`src/rtl/mp_add_pkg.sv`:
```
// Shared types and helpers for the multi-precision add/subtract sequencer.
package mp_add_pkg;

  typedef enum logic [1:0] {
    IDLE = 2'd0,
    RUN  = 2'd1,
    DONE = 2'd2
  } state_t;

  // Chunk index width; a single-chunk sequencer still needs one bit.
  function automatic int idx_width(input int n_chunks);
    return (n_chunks > 1) ? $clog2(n_chunks) : 1;
  endfunction

endpackage

```
`src/rtl/full_adder.sv`:
```
// One-bit full adder, the cell of the shared ripple adder.
module full_adder (
  input  logic a,
  input  logic b,
  input  logic c_in,
  output logic sum,
  output logic c_out
);

  assign sum   = a ^ b ^ c_in;
  assign c_out = (a & b) | (c_in & (a ^ b));

endmodule

```
`src/rtl/ripple_adder.sv`:
```
// N_WIDTH-bit combinational ripple-carry adder built from full_adder cells.
module ripple_adder #(
  parameter int N_WIDTH = 4
) (
  input  logic [N_WIDTH-1:0] a,
  input  logic [N_WIDTH-1:0] b,
  input  logic               c_in,
  output logic [N_WIDTH-1:0] sum,
  output logic               c_out
);

  logic [N_WIDTH:0] carry;

  assign carry[0] = c_in;

  for (genvar i = 0; i < N_WIDTH; i++) begin : g_bit
    full_adder u_fa (
      .a    (a[i]),
      .b    (b[i]),
      .c_in (carry[i]),
      .sum  (sum[i]),
      .c_out(carry[i+1])
    );
  end

  assign c_out = carry[N_WIDTH];

endmodule

```
`src/rtl/mp_add_sequencer.sv`:
```
// Multi-precision add/subtract: one N_WIDTH-bit ripple adder reused over
// N_CHUNKS cycles, LSB chunk first, with the inter-chunk carry in a register.
module mp_add_sequencer
  import mp_add_pkg::*;
#(
  parameter  int N_WIDTH  = 4,
  parameter  int N_CHUNKS = 4,
  localparam int W        = N_WIDTH * N_CHUNKS
) (
  input  logic         clk,
  input  logic         rst,
  input  logic         in_valid,
  output logic         in_ready,
  input  logic [W-1:0] a,
  input  logic [W-1:0] b,
  input  logic         c_in,
  input  logic         sub,
  output logic         out_valid,
  input  logic         out_ready,
  output logic [W-1:0] sum,
  output logic         c_out,
  output logic         busy
);

  localparam int IW = idx_width(N_CHUNKS);

  // Handshakes: a transfer happens on a rising edge where valid && ready.
  // in_ready is high only in IDLE (and never during reset); out_valid is high
  // only in DONE, so accept and release can never share an edge.
  state_t state, next_state;

  logic [N_CHUNKS-1:0][N_WIDTH-1:0] a_reg, b_reg, sum_reg;
  logic [IW-1:0]      idx;
  logic               carry;
  logic               last;
  logic [N_WIDTH-1:0] a_chunk, b_chunk, add_sum;
  logic               add_co;

  assign last      = (idx == IW'(N_CHUNKS - 1));
  assign in_ready  = (state == IDLE) && !rst;
  assign out_valid = (state == DONE);
  assign busy      = (state != IDLE);
  assign sum       = sum_reg;

  always_comb begin
    a_chunk = '0;
    b_chunk = '0;
    for (int i = 0; i < N_CHUNKS; i++) begin
      if (idx == IW'(i)) begin
        a_chunk = a_reg[i];
        b_chunk = b_reg[i];
      end
    end
  end

  ripple_adder #(.N_WIDTH(N_WIDTH)) u_adder (
    .a    (a_chunk),
    .b    (b_chunk),
    .c_in (carry),
    .sum  (add_sum),
    .c_out(add_co)
  );

  always_comb begin
    next_state = state;
    unique case (state)
      IDLE:    if (in_valid) next_state = RUN;
      RUN:     if (last) next_state = DONE;
      DONE:    if (out_ready) next_state = IDLE;
      default: next_state = IDLE;
    endcase
  end

  always_ff @(posedge clk) begin
    if (rst) begin
      state   <= IDLE;
      idx     <= '0;
      carry   <= 1'b0;
      a_reg   <= '0;
      b_reg   <= '0;
      sum_reg <= '0;
      c_out   <= 1'b0;
    end else begin
      state <= next_state;
      unique case (state)
        IDLE: begin
          if (in_valid) begin
            // Subtraction is a + ~b + 1: invert B once here, seed carry with 1.
            a_reg <= a;
            b_reg <= sub ? ~b : b;
            carry <= sub ? 1'b1 : c_in;
            idx   <= '0;
          end
        end
        RUN: begin
          for (int i = 0; i < N_CHUNKS; i++) begin
            if (idx == IW'(i)) sum_reg[i] <= add_sum;
          end
          carry <= add_co;
          if (last) begin
            c_out <= add_co;
            idx   <= '0;
          end else begin
            idx <= idx + IW'(1);
          end
        end
        default: ;
      endcase
    end
  end

endmodule

```
`config.mk`:
```
export PLATFORM = sky130hd
export DESIGN_NAME = mp_add_sequencer
export DESIGN_NICKNAME = d
export VERILOG_FILES = /design/src/rtl/mp_add_pkg.sv /design/src/rtl/full_adder.sv /design/src/rtl/ripple_adder.sv /design/src/rtl/mp_add_sequencer.sv
export SDC_FILE = /design/constraint.sdc
export NUM_CORES = 1
export LEC_CHECK = 0
export ABC_AREA = 1
export CORE_MARGIN = 4
export CORE_UTILIZATION = 34
export DETAILED_ROUTE_END_ITERATION = 8
export MAX_ROUTING_LAYER = met4
export PLACE_DENSITY = 0.56
export REMOVE_ABC_BUFFERS = 1
export SLEW_MARGIN = 20
export SYNTH_ARGS = -nofsm -noshare
export SYNTH_HDL_FRONTEND = slang
export SYNTH_SLANG_ARGS = --single-unit
```
`constraint.sdc`:
```
create_clock -name clk -period 2.8 [get_ports clk]
set_clock_uncertainty 0.05 [all_clocks]
set_input_delay 0.56 -clock clk [delete_from_list [all_inputs] [get_ports clk]]
set_output_delay 0.56 -clock clk [all_outputs]
set_load 0.03 [all_outputs]
```
* Word level (Yosys, flattened, before mapping)
Index checks and enable logic that the tools add are counted.
Operators by class: add/sub/neg operators 1, $mul 0, div/mod/pow operators 0, order comparisons 0, equality and inequality tests 8, shift operators 0, mux-type cells 19, bitwise operators 21, reductions and logical operators 13
Operator list (count):
- $mux 4 | 8
- $mux 16 | 1
- $not 16->16 | 1
- $reduce_and 2->1 | 6
- $mux 2 | 5
- $and 1x1->1 | 8
- $xor 1x1->1 | 8
- $eq 2x2->1 const B | 3
- $pmux 2 s3 | 1
- $eq 2x1->1 const B | 2
- $logic_not 2->1 | 2
- $ne 2x2->1 const B | 2
- $or 1x1->1 | 4
- $pmux 2 s2 | 1
- $reduce_bool 2->1 | 2
- $reduce_and 3->1 | 1
- $add 2x1->2 const B | 1
- $mux 1 | 2
- $ne 2x1->1 const B | 1
- $pmux 1 s2 | 1
- $logic_and 1x1->1 | 1
- $logic_not 1->1 | 1
Word-level totals: register bits after elaboration 54, latch bits 0, bits in writable memories 0, ROM bits 0, output and inout bits 20, logic and storage cells 78, memories 0

* Depth between registers and ports, before layout
depth after elaboration 15, mapped depth 15

* By module
Synthesis repeated with hierarchy kept, for this count alone.
Unflattened totals: cell total of the unflattened synthesis 352, area, all modules 2593.7 um^2
Modules (own cells, without submodules):
- mp_add_sequencer | instances 1, cells an instance 348, area an instance 2513.7 um^2
- full_adder | instances 4, cells an instance 1, area an instance 20.0 um^2

* Least setup slack after synthesis
No wires, ideal clock.
kind register -> register, start register idx[1], end register sum_reg (netlist bit sum[15]), library setup time 0.116 ns, arrival 2.816 ns, data required time 2.634 ns, slack -0.182 ns, stages on the path, launching flop included 14, period minus slack after synthesis 2.982 ns, cells stage by stage dfxtp_1 inv_1 ha_1 buf_4 inv_2 nand2_1 nand3_1 a21oi_1 fa_1 fa_1 fa_1 fa_1 nor2_1 nor2_1
On the way: word-level cells in the longest chain between the ends 13
Ends and longest elaborated chain:
- start, declared | RTL line mp_add_sequencer.sv:33 | logic [IW-1:0] idx;
- start signal, assigned | RTL line mp_add_sequencer.sv:104 | idx <= idx + IW'(1);
- $logic_not 2->1 | RTL line mp_add_sequencer.sv:49 | if (idx == IW'(i)) begin
- $mux 4 (4 in a row) | RTL line mp_add_sequencer.sv:49
- $xor 1x1->1 | RTL line full_adder.sv:11 | assign c_out = (a & b) | (c_in & (a ^ b));
- $and 1x1->1 | RTL line full_adder.sv:11
- $or 1x1->1 | RTL line full_adder.sv:11
- $and 1x1->1 | RTL line full_adder.sv:11
- $or 1x1->1 | RTL line full_adder.sv:11
- $and 1x1->1 | RTL line full_adder.sv:11
- $or 1x1->1 | RTL line full_adder.sv:11
- $xor 1x1->1 * | RTL line full_adder.sv:10 | assign sum = a ^ b ^ c_in;
- net u_adder.g_bit[3].u_fa.sum | RTL line full_adder.sv:6 | output logic sum,
- end signal, assigned by index | RTL line mp_add_sequencer.sv:97 | if (idx == IW'(i)) sum_reg[i] <= add_sum;
- end, declared | RTL line mp_add_sequencer.sv:32 | logic [N_CHUNKS-1:0][N_WIDTH-1:0] a_reg, b_reg, sum_reg;
The timed path passes the listed nets; every way through them passes the cells marked *. A chain may end at the register's enable or synchronous reset.

* Final worst setup path
start register idx[1], end register sum_reg (netlist bit sum[3])
Same word-level chain as after synthesis.

==> metrics <==
Combinational Power Share 25.5%; RSZ-0062 raised after global routing yes; mux cell area share after synthesis 0%; R2R Path End sum[3]; Cell variety after synth 16; M1 WL 2860 microns; reg2reg path depth 10; fin crit period 2870 ps; Max FO, Critical Path 5; antenna violations before repair 0; top-count cell post-synth nor2_1; CP Cell Sequence buf_6 -> ha_4 -> a21oi_4 -> a21oi_2 -> fa_2 -> fa_2 -> fa_2 -> fa_2 -> nor2_1 -> nor2_1; root buffer cell clkbuf_8; Slew @ Worst Pin 438 ps; Compound-Gate Fraction of Synth Area 11.1%; Min-Delay Path Depth 2; Via density 4.50; Clock Sinks 54; Die H 95.0 microns; clock-pin slew on the worst setup and hold paths 100 ps; Synth top area share 42.0%; First DRT Iteration DRCs 76; Max clock buf depth 2; Syn Inst Count 364; Worst slew margin 70.5%; cell count after placement 523; crit share post-route 103%; Detailed Routing Iterations Pass 1 4; die width 95.0 microns; grt total ovfl 0; routed length on met3 298 microns; static leakage 1.53 nW; Die ar. 0.00903 sq mm; Worst path max stage delay 590 ps; Main synth FF type dfxtp_1; number of global-route vias before repair 2,261; Final Hold Fails 0; async set-reset flop share out of synthesis 0%; Setup CP Type reg -> reg; Port Buf Inserts 57; H-tree Lvls 2; synth top area cells dfxtp_1 42%, nor2_1 15%, nand2_1 10%, o21ai_0 6.8%, xnor2_1 5.4%; total power 1.75 mW; I/O Pins 58; Max Used Layer met4; P_int 1.23 mW; worst-skew pair later-pin latency 300 ps; sw frac 29.9%; Post-synth EDFFs 0; Final ANT Viol Nets 0; worst hold path type reg -> reg; area leader, netlist dfxtp_1; final setup violation count 4; Setup crit end kind flip-flop; first-pass GRT wire length 10,500 microns; initial core utilization 35.3%; critical path's top delay family adder cells; CTS Buf Count 5; Via Count 2,414; failing checks setup timing; PwrDens 488 mW/mm^2; share of layout cells above drive strength 1 14.2%; hold_sp c_out; Tot GR Track Use 15.1%; Layout Nets 483; main combinational cell family by area after synthesis simple AND/OR/NAND/NOR gates; GPL Wtd Cong 0.882; DR DRC count 0; Ant. Diodes 0; Slew Limit Fails 0; met2 wire len 3220 microns; XOR/XNOR Fraction of Synth Area 5.44%; wire per inst 12.0 microns; status complete, but fails checks; worst hold path endpoint c_out; crit path launch type flip-flop; reg2reg setup slack -70 ps; worst path required time 3000 ps; Max IR drop VDD 253 uV; FP Rows 31; R2R Path Start idx[1]; Avg Cell Area, Syn 7.08 sq um; Mapped Area 0.00258 sq mm; sequential element share of the synthesized area 42.0%; final cell count without fillers 537; WP buf/inv 1; fmax 0.348 GHz; Core Region 0.00729 sq mm; Seq pwr share 48.9%; CP dominant cell by count fa_2; FILL cells 751; Hold WS 428 ps; CP max-delay cell fa_2; post-route worst setup slack -73.6 ps; Critical Path AT 3070 ps; Switch Pwr 524 uW; pin count of the biggest net entering global routing 50; DP HPWL 4640 microns; Syn-to-layout area delta 39.5%; number of synthesized register bits 54; CTS tree built; Clock Power Share 25.6%; Synth Warn # 0; routed wire length 6440 microns; Max-cap violations 0; Synth Area in Adders 5.05%; commonest cells in the netlist 103 x nor2_1, 69 x nand2_1, 54 x dfxtp_1; simple-gate share of the synthesized area 27.7%
power by group through the flow:
stage | combinational, mW | clock (mW) | sequential (mW)
floorplan | 0.222 | 0 | 0.882
global placement | 0.410 | 0 | 0.871
detailed placement | 0.415 | 0 | 0.872
CTS | 0.434 | 0.464 | 0.856
global route | 0.501 | 0.493 | 0.865
finish | 0.447 | 0.449 | 0.857
worst max-delay path by stage:
stage	to	depth (start not counted)	slack [ps]	from
detailed placement	sum[15]	12	-240	idx[1]
global route	sum[3]	10	-130	idx[1]
finish	sum[3]	10	-70	idx[1]
global placement	sum[3]	10	-180	idx[0]
CTS	sum[15]	12	2	idx[0]
floorplan	sum[15]	12	-160	idx[1]
timing repair:
action	in CTS	in global routing
hold buffers	0	0
resized for setup	22	15
pin swaps	2	13
endpoints found under the setup margin	6	5
buffers inserted	3	3
final cells by class:
type                       count  area [sq um]  area share (%)
clock buffer                   6          82.6            2.30
clock inverter                 2          12.5           0.348
inverter                      26           110            3.06
multi-input combinational    266          1390            38.6
sequential                    54          1090            30.3
tap                           99           124            3.45
timing repair buffer          84           790            22.0
tightest hold or removal path, cell delays in order (launching register included):
cell	delay (ps)
dfxtp_1	330
nand2_1	60
a21oi_1	50
per-layer routing:
metal  GRT usage, %  vias up
met5              -        -
met4           4.33        0
met3           2.53        5
met2           25.4       61
met1           18.7     1080
li1               -     1268
stage by stage:
stage	setup TNS (ps)	utilization, %	area [sq um]	setup WS, ps
5_1_grt	-565	49.3	3590	-133
3_3_place_gp	-839	45.2	3300	-179
2_1_floorplan	-779	-	2450	-160
3_5_place_dp	-1200	45.2	3300	-243
4_1_cts	0	47.9	3490	2.30
6_report	-249	49.3	3590	-73.6
kinds of logic (layout without fill, tap and decap cells):
group	after synthesis	count (layout)
buffers and inverters	44	118
adder cells (fa/ha/maj)	8	8
XOR/XNOR	16	16
AO/OA/AOI/OAI	57	57
flip-flops	54	54
AND/OR/NAND/NOR	185	185
layout by cell type, fill, tap and decap left out:
master	n
buf_4	25
buf_12	1
nand2_2	2
clkdlybuf4s50_1	57
inv_4	3
o21ai_0	35
dfxtp_4	2
inv_2	1
a21oi_1	18
xnor2_1	16
nor2_1	101
inv_1	21
nand3_4	1
nand3_2	1
buf_6	1
fa_2	4
a21oi_4	2
nor2_2	4
nand2_1	67
inv_6	1
nand3_1	9
clkinv_2	1
dfxtp_1	52
clkbuf_8	6
a21oi_2	2
clkinvlp_4	1
ha_4	4
(Power assumes the default switching activity.)
==> edit 1 (config.mk and constraints unchanged) <==
`N_WIDTH` is set to 4 in 2 places; all go to 6.
--- a/src/rtl/ripple_adder.sv
+++ b/src/rtl/ripple_adder.sv
@@ -2,3 +2,3 @@
 module ripple_adder #(
-  parameter int N_WIDTH = 4
+  parameter int N_WIDTH = 6
 ) (
--- a/src/rtl/mp_add_sequencer.sv
+++ b/src/rtl/mp_add_sequencer.sv
@@ -5,3 +5,3 @@
 #(
-  parameter  int N_WIDTH  = 4,
+  parameter  int N_WIDTH  = 6,
   parameter  int N_CHUNKS = 4,
Interface: changed (resized a, b and sum); port bits go from 58 to 82. No check against the original RTL was run, so the function may have changed too.
==> edit 1 against the original RTL <==
The flow still finishes with violations (negative setup slack). Power increased by 64%. Sequential cell count increased by 24. Synthesized area increased by 41%. Setup slack got worse by 0.45 ns. Wire length increased by 44%. Die area increased by 38%. Final area increased by 41%. Count of clock-buffer cells in the layout increased by 8. Clock power increased by 130%. Largest cell class unchanged. Largest power group unchanged. Highest routed layer unchanged.
==> edit 1: results (changes against the original RTL) <==
INFO  metric groute.usage.overall = 0.154 (+0.00367)
INFO  metric dominantRegCellSynth = sky130_fd_sc_hd__dfxtp_1
INFO  metric async_flop_share = 0 (unchanged)
INFO  metric num_vias = 3345 (+39%)
INFO  metric maximum_number_of_pins_on_one_net_before_global_route_repair = 40 (-20%)
INFO  metric vdd_ir_drop_max = 251 uV (-0.85%)
INFO  metric grt_pass1_wl = 15300 um (+47%)
INFO  metric initial_antenna_violation_count = 0 (unchanged)
INFO  metric run_status = finished with violations
INFO  metric hpwl = 6850 um (+48%)
INFO  metric worstSkewPairLatency = 0.34 ns (+0.04 ns)
INFO  metric synth_cell_type_count = 25 (+9)
INFO  metric post_route_cells_drive_above_1_share = 0.139 (-0.00248)
INFO  metric synthTopCellsByCount = sky130_fd_sc_hd__nor2_1, sky130_fd_sc_hd__nand2_1, sky130_fd_sc_hd__dfxtp_1, sky130_fd_sc_hd__o21ai_0, sky130_fd_sc_hd__xnor2_1
INFO  metric clkSlewWorstSetupHoldPaths = 0.08 ns (-0.02 ns)
INFO  metric fin_tns_setup = -3.87 ns (-3.63 ns)
INFO  metric io_buffer_count = 81 (+42%)
INFO  metric yosys-top-cells-area = sky130_fd_sc_hd__dfxtp_1, sky130_fd_sc_hd__nor2_1, sky130_fd_sc_hd__nand2_1, sky130_fd_sc_hd__o21ai_0, sky130_fd_sc_hd__xnor2_1
INFO  metric fin_cells = 740 (+38%)
INFO  metric clk_root_buffer_cell = sky130_fd_sc_hd__clkbuf_8
INFO  metric detail_route.first_pass.iterations = 5 (+1)
INFO  metric setup_slack = -0.523 ns (-0.450 ns)
INFO  metric max_slew_margin = 0.700 (-0.00539)
INFO  metric crit_slowest_cell = sky130_fd_sc_hd__fa_2
INFO  metric post-place-ws = -0.813 ns (-0.570 ns)
INFO  metric final_replace_weighted_congestion = 0.867 (-1.7%)
INFO  metric setup_violations = 14 (+10)
INFO  metric ctsHtreeMaxLevel = 3 (+1)
INFO  metric max-clock-path-buffers = 2 (unchanged)
INFO  metric worst_path_largest_cell_delay = 0.55 ns (-0.04 ns)
INFO  metric route.detailed.wl_per_inst = 12.6 um (+4.7%)
INFO  metric worst-path-max-fanout = 4 (-1)
INFO  metric failing_checks = negative setup slack
INFO  metric yosysSeqAreaShare = 0.429 (+0.00895)
INFO  metric synthCells = 508 (+40%)
INFO  metric place.detailed.instances = 720 (+38%)
INFO  metric num-fill-cells = 1060 (+41%)
INFO  metric worst-endpoint-arrival = 3.55 ns (+0.48 ns)
INFO  metric p_leak = 2.13 nW (+39%)
INFO  metric dpl_cell_area = 4650 um2 (+41%)
INFO  metric antenna_fix_cells = 0 (unchanged)
INFO  metric synth_warnings = 0 (unchanged)
INFO  metric path_delay_family = adder cells
INFO  metric hp-class = reg -> reg
INFO  metric finalNetCount = 663 (+37%)
INFO  metric dr.first_iter.drc_count = 156 (+110%)
INFO  metric cts-buffers-inserted = 9 (+4)
INFO  metric grt_pass1_vias = 3175 (+40%)
edit 1: kinds of logic (layout without fill, tap and decap cells):
kind of cell / after synthesis / count (layout) / synth area share
and+or+nand+nor: 259 / 259 / 0.280
AOI/OAI and AO/OA: 87 / 87 / 0.125
DFF: 78 / 78 / 0.429
buffers and inverters: 50 / 146 / 0.0622
xor gates and xnor gates: 24 / 24 / 0.0577
adders and majority gates: 10 / 10 / 0.0467
edit 1: area by class of cell:
type,instances,share of cell area
clock buffer,14,0.0380
multi-input combinational,380,0.387
timing repair buffer,104,0.198
tap,136,0.0336
sequential,78,0.309
clock inverter,2,0.0118
inverter,26,0.0222
edit 1: metal layers:
layer | global-route usage | part of all wire
met4 | 0.0535 | 0.014
met5 | - | 0
met3 | 0.0283 | 0.049
met1 | 0.200 | 0.48
met2 | 0.243 | 0.46
edit 1: path summary, 6_finish.rpt:
check | start | endpoint | slack (ns) | depth (start not counted)
max | idx[0] | sum[23] | -0.52 | 16
max reg2reg | idx[0] | sum[23] | -0.52 | 16
min | a_reg[8] | a_reg[8] | 0.42 | 2
min reg2reg | a_reg[8] | a_reg[8] | 0.42 | 2
edit 1: repair_timing:
action	in CTS	in global routing
hold endpoints to repair	0	0
buffers inserted	4	0
setup endpoints to repair	18	14
resized for setup	36	12
pin swaps	25	5
edit 1: through the flow:
stage          utilization  hold slack [ns]
2_1_floorplan            -            0.381
3_3_place_gp         0.449            0.406
3_5_place_dp         0.449            0.412
4_1_cts              0.486            0.423
5_1_grt              0.489            0.454
6_report             0.489            0.418
edit 1: power breakdown:
group | leakage, nW | switching, mW | internal (mW)
clock network | 0.129 | 0.391 | 0.624
registers | 0.643 | 0.0494 | 1.19
logic | 1.36 | 0.342 | 0.285
total | 2.13 | 0.782 | 2.10
edit 1: worst min-delay path, delay by kind of cell (launching register included):
kind | cells | cell delay (ns)
buffers and inverters | 1 | 0.07
AOI/OAI and AO/OA | 1 | 0.06
DFF | 1 | 0.30
==> edit 2 (same flow settings) <==
Without the edit above. The 3 states of `state_t` get a one-hot encoding in 3 bits.
--- a/src/rtl/mp_add_pkg.sv
+++ b/src/rtl/mp_add_pkg.sv
@@ -3,6 +3,6 @@
 
-  typedef enum logic [1:0] {
-    IDLE = 2'd0,
-    RUN  = 2'd1,
-    DONE = 2'd2
+  typedef enum logic [2:0] {
+    IDLE = 3'b001,
+    RUN  = 3'b010,
+    DONE = 3'b100
   } state_t;
Check against the original RTL: no difference found for any inputs over 10 cycles, from zero or initial values and one cycle with rst high; not proved beyond that.
==> edit 2 against the original RTL <==
The run still ends with negative setup slack left. First-iteration DRC count fell by 28%. Sequential cell count up 1. Via count fell by 6.3%. Combinational power decreased by 19%. Count of clock-buffer cells in the layout down 1. Synthesized area increased by 0.15%. Setup slack gained 0.050 ns. Largest power group unchanged. Wire length down 9.2%. Final area shrank 1.3%. Power is 5.8% lower.
==> edit 2: results (changes against the original RTL) <==
INFO  metric p_leak = 1.41 nW (-7.7%)
INFO  metric grt_pass1_vias = 2174 (-3.8%)
INFO  metric cts-buffers-inserted = 5 (unchanged)
INFO  metric hold_path_depth = 2 (unchanged)
INFO  metric maximum_number_of_pins_on_one_net_before_global_route_repair = 70 (+40%)
INFO  metric dr.first_iter.drc_count = 55 (-28%)
INFO  metric clkSlewWorstSetupHoldPaths = 0.10 ns (about the same)
INFO  metric path_delay_family = adder cells
INFO  metric fin_cells = 504 (-6.1%)
INFO  metric max_slew_margin = 0.585 (-0.121)
INFO  metric finalNetCount = 450 (-6.8%)
INFO  metric initial_antenna_violation_count = 0 (unchanged)
INFO  metric ctsHtreeMaxLevel = 2 (unchanged)
INFO  metric vdd_ir_drop_max = 220 uV (-13%)
INFO  metric timing.fmax = 354 MHz (+1.8%)
INFO  metric worstHoldStart = b_reg[6]
INFO  metric synth_warnings = 0 (unchanged)
INFO  metric clk_root_buffer_cell = sky130_fd_sc_hd__clkbuf_8
INFO  metric vias_per_instance = 4.49 (-0.21%)
INFO  metric setup_violations = 4 (unchanged)
INFO  metric worstSkewPairLatency = between 0.3 and 0.4 ns
INFO  metric worst-endpoint-arrival = 3.03 ns (-0.04 ns)
INFO  metric post-place-ws = -0.383 ns (-0.140 ns)
INFO  metric place.detailed.instances = 489 (-6.5%)
INFO  metric grt_pass1_wl = 9920 um (-5.1%)
INFO  metric io_buffer_count = 57 (unchanged)
INFO  metric wirelength = 5850 um (-9.2%)
INFO  metric report.final.slew_viol_count = 0 (unchanged)
INFO  metric max-clock-path-buffers = 2 (unchanged)
INFO  metric failing_checks = negative setup slack
INFO  metric yosysSeqAreaShare = 0.427 (+0.00715)
INFO  metric hpwl = 4300 um (-7.4%)
INFO  metric antenna_fix_cells = 0 (unchanged)
INFO  metric num-fill-cells = 733 (-2.4%)
INFO  metric worst_hold_slack = 0.405 ns (-0.0226 ns)
INFO  metric post_route_cells_drive_above_1_share = 0.170 (+0.0288)
INFO  metric synthCells = 336 (-7.7%)
INFO  metric crit_slowest_cell = sky130_fd_sc_hd__fa_2
INFO  metric groute.usage.overall = 0.142 (-0.00873)
INFO  metric run_status = finished with violations
INFO  metric yosys-top-cells-area = sky130_fd_sc_hd__dfxtp_1, sky130_fd_sc_hd__o21ai_0, sky130_fd_sc_hd__a21oi_1, sky130_fd_sc_hd__inv_1, sky130_fd_sc_hd__xor2_1
INFO  metric synth_cell_type_count = 23 (+7)
INFO  metric worst_path_largest_cell_delay = 0.59 ns (about the same)
INFO  metric min_to = b_reg[6]
INFO  metric timing.reg2reg.worst_path_depth = 13 (+3)
INFO  metric synthTopCellsByCount = sky130_fd_sc_hd__o21ai_0, sky130_fd_sc_hd__dfxtp_1, sky130_fd_sc_hd__a21oi_1, sky130_fd_sc_hd__inv_1, sky130_fd_sc_hd__nor2_1
INFO  metric worstSetupEndpoint = sum[15]
INFO  metric final_replace_weighted_congestion = 0.817 (-7.3%)
INFO  metric setup_slack = -0.0232 ns (+0.0504 ns)
INFO  metric worst-path-max-fanout = 4 (-1)
[edit 2: changes by cell type after synthesis, sizes merged, moves of 16 or more]
cell	delta
nand2	-47
xor2	+16
a21oi	+32
inv	+22
o21ai	+28
xnor2	-16
nor2	-65
[edit 2: routing by layer]
metal,global-route usage,vias up,wire [um]
met5,-,-,0
met4,0.0361,0,45
met3,0.0371,6,256
met2,0.217,41,2760
met1,0.187,1003,2780
li1,-,1211,-
[edit 2: per-stage QoR]
stage                     TNS (ns)  power, mW  utilization  cell area (um2)
after floorplan              -1.40       1.07            -             2460
after global placement       -1.53       1.23        0.450             3300
after detailed placement     -2.19       1.23        0.450             3300
after CTS                   -0.645       1.67        0.476             3490
after global routing        -0.633       1.76        0.484             3550
final                      -0.0833       1.65        0.484             3550
[edit 2: worst reg2reg max path: stages (launching register included)]
cell and delay [ns]:
sky130_fd_sc_hd__dfxtp_4 0.38, sky130_fd_sc_hd__inv_4 0.05, sky130_fd_sc_hd__ha_4 0.17, sky130_fd_sc_hd__buf_6 0.12, sky130_fd_sc_hd__nand2_2 0.05, sky130_fd_sc_hd__o21ai_2 0.04
sky130_fd_sc_hd__nand2_1 0.07, sky130_fd_sc_hd__a21oi_2 0.06, sky130_fd_sc_hd__fa_2 0.38, sky130_fd_sc_hd__fa_2 0.34, sky130_fd_sc_hd__fa_2 0.34, sky130_fd_sc_hd__fa_2 0.59
sky130_fd_sc_hd__nor2_1 0.05, sky130_fd_sc_hd__nor2_1 0.08
[edit 2: kinds of logic after synthesis]
| logic type | count (synthesis) | share of synthesized area |
|---|---|---|
| AO/OA/AOI/OAI | 117 | 0.227 |
| XOR/XNOR | 16 | 0.0543 |
| adder cells (fa/ha/maj) | 8 | 0.0504 |
| buffers and inverters | 68 | 0.116 |
| flip-flops | 55 | 0.427 |
| AND/OR/NAND/NOR | 72 | 0.126 |
[edit 2: repair_timing]
item | in CTS | in global routing
endpoints found under the hold margin | 0 | 0
buffers inserted | 4 | 3
endpoints found under the setup margin | 10 | 6
resized for setup | 27 | 9
pin swaps | 20 | 10
[edit 2: where the power goes]
group	total (mW)	switching [mW]	internal, mW	leakage (nW)
Sequential	0.868	0.0274	0.841	0.453
Clock	0.423	0.251	0.172	0.0477
Combinational	0.361	0.196	0.164	0.913
[edit 2: cell type report]
cell class                 count  area (um2)  share of cell area
inverter                      48         186              0.0526
tap                           99         124              0.0349
clock buffer                   5        68.8              0.0194
multi-input combinational    213        1270               0.359
sequential                    55        1110               0.313
timing repair buffer          81         771               0.217
clock inverter                 3        15.0             0.00423
